===== config.mk =====
export PLATFORM = sky130hd
export DESIGN_NAME = buf_lookup_ctrl
export DESIGN_NICKNAME = d
export VERILOG_FILES = /design/src/rtl/buf_lookup_ctrl.sv
export SDC_FILE = /design/constraint.sdc
export NUM_CORES = 1
export LEC_CHECK = 0
export BUFFER_PORTS_ARGS = -buffer_cell sky130_fd_sc_hd__buf_2
export CELL_PAD_IN_SITES_DETAIL_PLACEMENT = 1
export CELL_PAD_IN_SITES_GLOBAL_PLACEMENT = 1
export CORE_MARGIN = 2
export CORE_UTILIZATION = 39
export DETAILED_ROUTE_END_ITERATION = 12
export GPL_TIMING_DRIVEN = 0
export PLACE_DENSITY = 0.84
export SYNTH_ARGS = -nofsm -noshare
export SYNTH_HDL_FRONTEND = slang
export SYNTH_SLANG_ARGS = --single-unit

===== constraint.sdc =====
create_clock -name clk -period 2.2 [get_ports clk]
set_input_delay 0.55 -clock clk [delete_from_list [all_inputs] [get_ports clk]]
set_output_delay 0.55 -clock clk [all_outputs]
set_load 0.02 [all_outputs]

===== src/rtl/buf_lookup_ctrl.sv =====
// Lookup/fill control in front of the 4-entry LFU replacement selector.
// Resolves hit/miss per request tag, runs victim selection and fill handshake, keeps stats.
module buf_lookup_ctrl #(
  parameter int TAG_W = 8,
  parameter int CNT_W = 16
) (
  input  logic             clk,
  input  logic             rst,
  input  logic             req_valid,
  input  logic [TAG_W-1:0] req_tag,
  output logic             req_ready,
  output logic             hit_valid,
  output logic [1:0]       hit_buf,
  output logic             new_buf_req,
  output logic [1:0]       ref_buf_numbr,
  input  logic [1:0]       buf_num_replc,
  output logic             fill_req,
  output logic [1:0]       fill_buf,
  output logic [TAG_W-1:0] fill_tag,
  input  logic             fill_done,
  output logic [CNT_W-1:0] hit_cnt,
  output logic [CNT_W-1:0] miss_cnt
);

  typedef enum logic [1:0] {IDLE, VREQ, VWAIT, FILL} state_t;

  state_t           state, state_nxt;
  logic [3:0]       ent_valid;
  logic [TAG_W-1:0] ent_tag [4];

  logic       hit;
  logic [1:0] hit_idx;
  logic       has_free;
  logic [1:0] free_idx;
  logic       accept;
  logic       fill_fire;

  assign accept    = (state == IDLE) && req_valid;
  assign fill_fire = (state == FILL) && fill_done;

  // Tag match and lowest-index free entry; at most one valid entry can match.
  always_comb begin
    hit      = 1'b0;
    hit_idx  = '0;
    has_free = 1'b0;
    free_idx = '0;
    for (int unsigned i = 0; i < 4; i++) begin
      if (ent_valid[2'(i)] && (ent_tag[2'(i)] == req_tag)) begin
        hit     = 1'b1;
        hit_idx = 2'(i);
      end
      if (!ent_valid[2'(i)] && !has_free) begin
        has_free = 1'b1;
        free_idx = 2'(i);
      end
    end
  end

  always_ff @(posedge clk) begin
    if (rst) state <= IDLE;
    else     state <= state_nxt;
  end

  always_comb begin
    state_nxt = state;
    case (state)
      IDLE:    if (req_valid && !hit) state_nxt = has_free ? FILL : VREQ;
      VREQ:    state_nxt = VWAIT;
      VWAIT:   state_nxt = FILL;
      FILL:    if (fill_done) state_nxt = IDLE;
      default: state_nxt = IDLE;
    endcase
  end

  always_comb begin
    req_ready   = (state == IDLE);
    new_buf_req = (state == VREQ);
    fill_req    = (state == FILL);
  end

  always_ff @(posedge clk) begin
    if (rst) begin
      ent_valid     <= '0;
      for (int unsigned i = 0; i < 4; i++) ent_tag[2'(i)] <= '0;
      hit_valid     <= 1'b0;
      hit_buf       <= '0;
      ref_buf_numbr <= '0;
      fill_buf      <= '0;
      fill_tag      <= '0;
      hit_cnt       <= '0;
      miss_cnt      <= '0;
    end else begin
      hit_valid <= 1'b0;
      if (accept && hit) begin
        hit_valid     <= 1'b1;
        hit_buf       <= hit_idx;
        ref_buf_numbr <= hit_idx;
        if (hit_cnt != '1) hit_cnt <= hit_cnt + 1'b1;
      end
      // Misses are counted at acceptance; the free entry is chosen here, a victim later.
      if (accept && !hit) begin
        fill_tag <= req_tag;
        if (miss_cnt != '1) miss_cnt <= miss_cnt + 1'b1;
        if (has_free) fill_buf <= free_idx;
      end
      if (state == VWAIT) fill_buf <= buf_num_replc;
      if (fill_fire) begin
        ent_valid[fill_buf] <= 1'b1;
        ent_tag[fill_buf]   <= fill_tag;
        hit_valid           <= 1'b1;
        hit_buf             <= fill_buf;
        ref_buf_numbr       <= fill_buf;
      end
    end
  end

endmodule


Word-level counts from Yosys, hierarchy flattened
Memory sizes are Yosys's and may differ from the RTL's.
Index checks and enable logic that the tools add are counted.
{ "totals": {"mem_bits_ro": 0, "ramBits": 32, "elab_cells": 88, "latch_bits": 0, "out_inout_bits": 50, "memories": 1, "regBits": 51} }
{ "classes": {"n_div": 0, "n_eq_ne": 11, "addsub": 2, "reduce_logical": 28, "n_bitwise": 1, "order_cmp": 2, "multipliers": 0, "shift": 0, "muxes": 35} }
{ "memory_table": {"columns": ["name", "depth", "word_bits", "read_ports", "rd_ports_with_merged_regs", "wr", "line_no", "source"], "rows": [
  ["ent_tag", 4, 8, 4, 0, 4, "29", "logic [TAG_W-1:0] ent_tag [4];"]
]} }
{ "ops": {"columns": ["cell", "n"], "rows": [
  ["adder 16 x 1 -> 16 bit (second input constant)", 2],
  ["equality test 8 bit", 4],
  ["inequality test 16 bit (second input constant)", 2],
  ["two-way mux 2 bit", 13],
  ["two-way mux 1 bit", 19],
  ["logical AND 1 bit", 13],
  ["two-way mux 8 bit", 1],
  ["one-hot mux 2 bit (4 select lines)", 1],
  ["AND reduction 2 bit", 4],
  ["OR reduction 8 bit", 1],
  ["logical NOT 1 bit", 6],
  ["nonzero test 2 bit", 3],
  ["equality test 2 bit (second input constant)", 2],
  ["inequality test 2 x 1 -> 1 bit (second input constant)", 2],
  ["bitwise OR 4 bit", 1],
  ["less-than comparator 2 x 3 -> 1 bit (second input constant)", 1],
  ["demux 1 bit (select 2 bit)", 1],
  ["equality test 2 x 1 -> 1 bit (second input constant)", 1],
  ["greater-or-equal comparator 2 x 1 -> 1 bit (second input constant)", 1],
  ["logical NOT 2 bit", 1]
]} }

Logic depth before layout (Yosys ltp)
Gate-level depths: netlist of run 1.
{ "logic_depth": {"word_depth": 12, "mapped_depth": 9} }

Least setup slack after synthesis of run 1
OpenSTA, ideal clock, no wires.
{ "synth_timing": {"kind": "input -> register", "startpoint": "input port req_tag[6]", "endpoint": "register hit_cnt[5]", "setup_ns": 0.070, "stages": 8, "slack_ns": -0.071, "path_buffers": 2, "arrival_ns": 2.200, "t_required_ns": 2.130, "cell_sequence": "buf_2 > xor2_1 > nor4_1 > nand4_1 > and4_4 > buf_6 > or4_1 > a21oi_1"} }
{ "synth_via": {"elab_chain_len": 8, "word_cells_on_any_way": 14, "classes_between": "4 x eq/ne; 4 x mux; 6 x reduce/logical"} }
{ "synth_lines": {"columns": ["item", "line_no", "source"], "rows": [
  ["start, declared", "10", "input logic [TAG_W-1:0] req_tag,"],
  ["equality test 8 bit", "48", "if (ent_valid[2'(i)] && (ent_tag[2'(i)] == req_tag)) begin"],
  ["logical AND 1 bit", "48", null],
  ["two-way mux 1 bit (3 in a row)", "48", null],
  ["two-way mux 1 bit *", "48", null],
  ["logical AND 1 bit *", "94", "if (accept && hit) begin"],
  ["AND reduction 2 bit (no source line) *", null, null],
  ["end signal, assigned", "98", "if (hit_cnt != '1) hit_cnt <= hit_cnt + 1'b1;"],
  ["end, declared", "21", "output logic [CNT_W-1:0] hit_cnt,"]
]} }
Every way passes the cells marked *; elsewhere a longest branch is shown, timed or not.
A chain may end at the register's enable or synchronous reset.

==> flow_metrics.env, run 1 <==
export IMPL_status="finished, final reports clean"
export IMPL_synth_area_um2=4240
export IMPL_routed_via_density=5.83
export IMPL_place_inst=643
export IMPL_vias=3873
export IMPL_synth_ff_type="dfxtp_1"
export IMPL_hpwl_mm=9.00
export IMPL_syn_nets=468
export IMPL_antenna_found_initial=0
export IMPL_rsz0062_at_grt="yes"
export IMPL_synth_top_cell_area_share_pct=24.1
export IMPL_clock_sinks=83
export IMPL_drv_slew=0
export IMPL_yosysUniqueCellTypes=45
export IMPL_clockPowerShare_pct=34.8
export IMPL_ys_seq_area_share_pct=46.8
export IMPL_hold_depth=3
export IMPL_tightest_slew_ps=703
export IMPL_yosysMostFrequentCell="dfxtp_1"
export IMPL_gr_total_overflow=0
export IMPL_cts_tree="yes"
export IMPL_setup_tns_ps=0
export IMPL_crit_chain="xor2_2 -> nor4_2 -> nand4_1 -> and4_4 -> buf_6 -> or4_4 -> o21ai_2"
export IMPL_routed_wirelength_mm=13.5
export IMPL_p_int_w=0.00276
export IMPL_first_global_vias=3887
export IMPL_endpoint_kind="register"
export IMPL_hold_path_startpoint="req_tag[2]"
export IMPL_finalHoldViolCount=0
export IMPL_p_seq_share_pct=45.2
export IMPL_max_freq_mhz=457
export IMPL_cts_hold_buf=0
export IMPL_max_stage_delay_ps=490
export IMPL_ios=64
export IMPL_synth_seq_cells=83
export IMPL_die_w_um=108
export IMPL_worst_path_max_fanout=10
export IMPL_detail_route_antenna_nets=0
export IMPL_p_total_w=0.00402
export IMPL_gp_congestion=0.854
export IMPL_cts_max_path_buffers=2
export IMPL_syn_inst=448
export IMPL_relSlewSlack_pct=53.0
export IMPL_power_frac_comb_pct=20.0
export IMPL_worstPathArrival_ps=2500
export IMPL_setup_worst_path_class="register to register"
export IMPL_r2r_end="hit_cnt[6]"
export IMPL_syn_area_per_cell_um2=9.46
export IMPL_h_tree_depth=3
export IMPL_path_clk_slew_ps=90
export IMPL_drt_iter0_drc=264
export IMPL_r2r_setup_slack_ps=10
export IMPL_final_core_util_pct=49.0
export IMPL_p_per_area_nw_per_um2=767
export IMPL_antenna_cells=0
export IMPL_grt_pass1_wl_mm=20.9
export IMPL_root_buffer="clkbuf_8"
export IMPL_fin_worst_skew_ps=12.8
export IMPL_switching_share_pct=31.2
export IMPL_grt_usage_pct=23.3
export IMPL_yosys_top_cells_count="dfxtp_1 (51), and2_1 (37), edfxtp_1 (32)"
export IMPL_fin_crit_ps=2190
export IMPL_synth_edf_count=32
export IMPL_worstRegToRegCells=7
export IMPL_whs_endpoint="fill_tag[2]"
export IMPL_numCtsBuffers=9
export IMPL_initial_utilization_pct=39.6
export IMPL_startpoint_type="register"
export IMPL_routedWlPerCell_um=20.4
export IMPL_cap_violations=0
export IMPL_setup_viol_count_final=0
export IMPL_dr_pass1_iters=5
export IMPL_synth_largest_area_cell="dfxtp_1"
export IMPL_clock_latency_ps=380
export IMPL_holdWs_ps=462
export IMPL_synthArstFlopShare_pct=0
export IMPL_drc=0
export IMPL_p_sw_w=0.00125
export IMPL_required_ps=2510
export IMPL_drive_above_1_share_pct=28.1
export IMPL_core_area_um2=10700
export IMPL_post_route_period_util_pct=99.4
export IMPL_stdcell_count=664
export IMPL_die_area_um2=11700
export IMPL_synthTopCellsByArea="dfxtp_1 (24%), edfxtp_1 (23%), xor2_1 (5.8%)"
export IMPL_leakage_nw=2.10
export IMPL_hp_class="input pin to register"
export IMPL_dieHeight_um=108
export IMPL_io_buffers=55
export IMPL_nets=539
export IMPL_reg2reg_from="ent_tag[3][2]"
export IMPL_grt_max_degree=14
export IMPL_area_growth_pct=23.6
export IMPL_rows=38
export IMPL_cp_slowest_cell="or4_4"
export IMPL_ir_drop_mv=0.418
export IMPL_ys_warnings_count=0
## placed cells by master (no fill, tap or decap), types with 6 or more instances in the layout
| master | instances |
|---|---|
| a21oi_1 | 27 |
| and2_1 | 36 |
| buf_4 | 11 |
| nand2_1 | 18 |
| nand4_1 | 22 |
| nor2b_1 | 11 |
| or3_1 | 9 |
| clkbuf_8 | 10 |
| buf_2 | 60 |
| nor2_1 | 22 |
| xor2_1 | 27 |
| o21ai_0 | 18 |
| or4_1 | 7 |
| inv_1 | 7 |
| nand3_1 | 21 |
| clkbuf_1 | 9 |
| edfxtp_1 | 32 |
| buf_6 | 6 |
| mux2_2 | 10 |
| dfxtp_1 | 51 |
| nor3_1 | 8 |
## logic make-up after synthesis
logic type | share of synthesized area, %
AOI/OAI and AO/OA | 11.4
xor gates and xnor gates | 6.61
adders and majority gates | 1.77
DFF | 46.8
muxes | 3.16
buffers and inverters | 4.55
and+or+nand+nor | 25.8
## final cells by class
| cell class | instances | area (µm²) |
|---|---|---|
| buffer | 32 | 215 |
| clock buffer | 13 | 191 |
| clock inverter | 3 | 63.8 |
| fill | 1241 | 5460 |
| inverter | 7 | 26.3 |
| multi-input combinational | 323 | 2250 |
| sequential | 83 | 1980 |
| tap | 140 | 175 |
| timing repair buffer | 63 | 333 |
## critical path: cells and delay by family (launching register included)
family | cells | cell delay [ps]
AND/OR/NAND/NOR | 4 | 1260
flip-flops | 1 | 430
XOR/XNOR | 1 | 200
buffers and inverters | 1 | 150
AO/OA/AOI/OAI | 1 | 90
## flip-flops by register name, indices dropped and copies added, names as in the netlist
signal	count
hit_valid	1
fill_tag	8
state	2
hit_cnt	16
miss_cnt	16
ref_buf_numbr	2
fill_buf	2
ent_tag	32
ent_valid	4
## power groups by stage
stage | combinational [W] | sequential [W] | clock [W]
floorplan | 0.000467 | 0.00185 | 0
global placement | 0.000714 | 0.00183 | 0
detailed placement | 0.000749 | 0.00184 | 0
CTS | 0.000770 | 0.00181 | 0.00138
global route | 0.000874 | 0.00183 | 0.00147
finish | 0.000802 | 0.00182 | 0.00140
## stage by stage
step / area [µm²] / setup slack, ps
final: 5240 / 12.6
after global routing: 5240 / -82.0
after CTS: 5070 / -275
after detailed placement: 4700 / -656
after global placement: 4700 / -548
after floorplan: 4250 / -17.2
## per-layer routing
metal	vias up	GRT usage [%]	share of wire, %
li1	1754	-	-
met1	1916	30.5	41
met2	169	38.2	49
met3	34	3.74	7.0
met4	0	10.3	2.4
met5	-	0	0
## repair_timing
item / 4_1_cts / 5_1_grt
pin swaps: 6 / 13
gates resized for setup: 19 / 56
setup buffers: 7 / 2
endpoints found under the setup margin: 88 / 59
## how the worst max path moves through the flow
stage | start | endpoint | slack, ps
global placement | req_tag[0] | fill_tag[4] | -550
detailed placement | req_tag[0] | fill_tag[5] | -660
CTS | state[1] | ent_tag[1][5] | -270
finish | ent_tag[3][2] | hit_cnt[6] | 10
global route | ent_tag[3][2] | hit_cnt[4] | -80
floorplan | req_tag[5] | hit_cnt[8] | -20
Power figures use the tool's default switching activity.
==> run 2, diff against run 1 <==
--- a/config.mk
+++ b/config.mk
@@ -11,7 +11,7 @@
 export CORE_MARGIN = 2
 export CORE_UTILIZATION = 39
 export DETAILED_ROUTE_END_ITERATION = 12
-export GPL_TIMING_DRIVEN = 0
+export GPL_TIMING_DRIVEN = 1
 export PLACE_DENSITY = 0.84
 export SYNTH_ARGS = -nofsm -noshare
 export SYNTH_HDL_FRONTEND = slang
==> flow_metrics.env, run 2 (synthesis gave the netlist of run 1 again) <==
export IMPL_cap_violations=0
export IMPL_r2r_setup_slack_ps=-70
export IMPL_die_area_um2=11700
export IMPL_post_route_period_util_pct=103
export IMPL_area_growth_pct=22.5
export IMPL_layout_common_cells="buf_2 (63), dfxtp_1 (51), buf_4 (44), and2_1 (37), edfxtp_1 (32)"
export IMPL_ir_drop_mv=0.303
export IMPL_ios=64
export IMPL_dr_pass1_iters=4
export IMPL_tightest_slew_ps=989
export IMPL_die_w_um=108
export IMPL_fin_worst_skew_ps=10.3
export IMPL_finalHoldViolCount=0
export IMPL_stdcell_count=680
export IMPL_numCtsBuffers=9
export IMPL_worst_path_max_fanout=4
export IMPL_place_area_um2=4860
export IMPL_endpoint_kind="register"
export IMPL_cts_hold_buf=0
export IMPL_routedWlPerCell_um=20.9
export IMPL_violations="negative setup slack"
export IMPL_nets=555
export IMPL_clock_sinks=83
export IMPL_layout_setup_ws_ps=-71.5
export IMPL_hpwl_mm=9.44
export IMPL_hp_class="register to register"
export IMPL_grt_pass1_wl_mm=20.2
export IMPL_crit_top_cell="buf_4"
export IMPL_rows=38
export IMPL_routed_via_density=5.75
export IMPL_top_register="ent_tag"
export IMPL_setup_tns_ps=-229
export IMPL_vias=3907
export IMPL_cts_tree="yes"
export IMPL_startpoint_type="register"
export IMPL_setup_worst_path_class="register to register"
export IMPL_leakage_nw=2.15
export IMPL_place_inst=654
export IMPL_grt_max_degree=35
export IMPL_core_area_um2=10700
export IMPL_worstPathArrival_ps=2510
export IMPL_drive_above_1_share_pct=27.8
export IMPL_gp_congestion=0.937
export IMPL_relSlewSlack_pct=33.6
export IMPL_p_per_area_nw_per_um2=721
export IMPL_antenna_cells=0
export IMPL_dp_slack_ps=-333
export IMPL_io_buffers=63
export IMPL_cts_max_path_buffers=2
export IMPL_setup_viol_count_final=6
export IMPL_crit_chain="xor2_1 -> nor4_1 -> nand4_1 -> buf_4 -> and4_4 -> buf_4 -> o31ai_1 -> a21oi_1"
export IMPL_status="finished, violations left"
export IMPL_max_stage_delay_ps=430
export IMPL_required_ps=2440
export IMPL_drv_slew=0
export IMPL_top_regs="ent_tag x32, hit_cnt x16, miss_cnt x16"
export IMPL_detail_route_antenna_nets=0
export IMPL_gr_total_overflow=0
export IMPL_initial_utilization_pct=39.6
export IMPL_h_tree_depth=3
export IMPL_fin_crit_ps=2270
export IMPL_fin_area_um2=5190
export IMPL_clock_latency_ps=370
export IMPL_final_common_cell="buf_2"
export IMPL_cp_slowest_cell="edfxtp_1"
export IMPL_rsz0062_at_grt="yes"
export IMPL_first_global_vias=3851
export IMPL_drc=0
export IMPL_antenna_found_initial=0
export IMPL_path_clk_slew_ps=90
export IMPL_dieHeight_um=108
export IMPL_grt_usage_pct=22.7
export IMPL_routed_wirelength_mm=14.2
export IMPL_largest_register_ffs=32
export IMPL_root_buffer="clkbuf_8"
export IMPL_drt_iter0_drc=234
export IMPL_p_total_w=0.00374
export IMPL_max_freq_mhz=440
==> run 2: final cells by class <==
cell class / count / area [µm²]
multi-input cells: 326 / 2160
inverters: 7 / 26.3
repair buffers: 108 / 666
well taps: 140 / 175
flip-flops and latches: 83 / 1980
fillers: 1242 / 5510
clock buffers: 11 / 153
clock inverters: 5 / 26.3
==> run 2: what timing repair did <==
| item | in CTS | in global routing |
|---|---|---|
| setup endpoints to repair | 8 | 23 |
| pin swaps | 0 | 6 |
| setup buffers | 0 | 7 |
| resized for setup | 1 | 14 |
| gates cloned | 0 | 3 |
==> run 2: through the flow <==
stage	hold WS (ps)	utilization, %
4_1_cts	511	47.1
3_3_place_gp	485	45.4
3_5_place_dp	500	45.4
6_report	498	48.5
5_1_grt	525	48.5
2_1_floorplan	455	-
==> run 2: final timing paths <==
kind	start	endpoint	cells after the start
setup / recovery	ent_tag[0][5]	hit_cnt[0]	8
hold / removal	ref_buf_numbr[0]	ref_buf_numbr[0]	2
setup reg to reg	ent_tag[0][5]	hit_cnt[0]	8
hold reg to reg	ref_buf_numbr[0]	ref_buf_numbr[0]	2
==> run 2: report_power, final <==
part | leakage (nW) | switching, W | internal (W)
Sequential | 0.743 | 0.000105 | 0.00169
Clock | 0.0933 | 0.000581 | 0.000471
Combinational | 1.31 | 0.000569 | 0.000327
Total | 2.15 | 0.00125 | 0.00249
==> run 2: critical path: cells and delay by family, from the launching register on <==
| kind | cells | cell delay (ps) |
|---|---|---|
| compound gates | 2 | 420 |
| xor+xnor | 1 | 170 |
| buf+inv | 2 | 350 |
| flops | 1 | 430 |
| simple gates | 3 | 770 |
==> run 2: layer usage <==
metal  GRT usage (%)  part of all wire, %  vias up
met5               0                    0        -
met4            7.60                  3.7        0
met3            5.12                  5.9       36
met2            39.7                   50      130
met1            27.5                   41     1938
li1                -                    -     1803
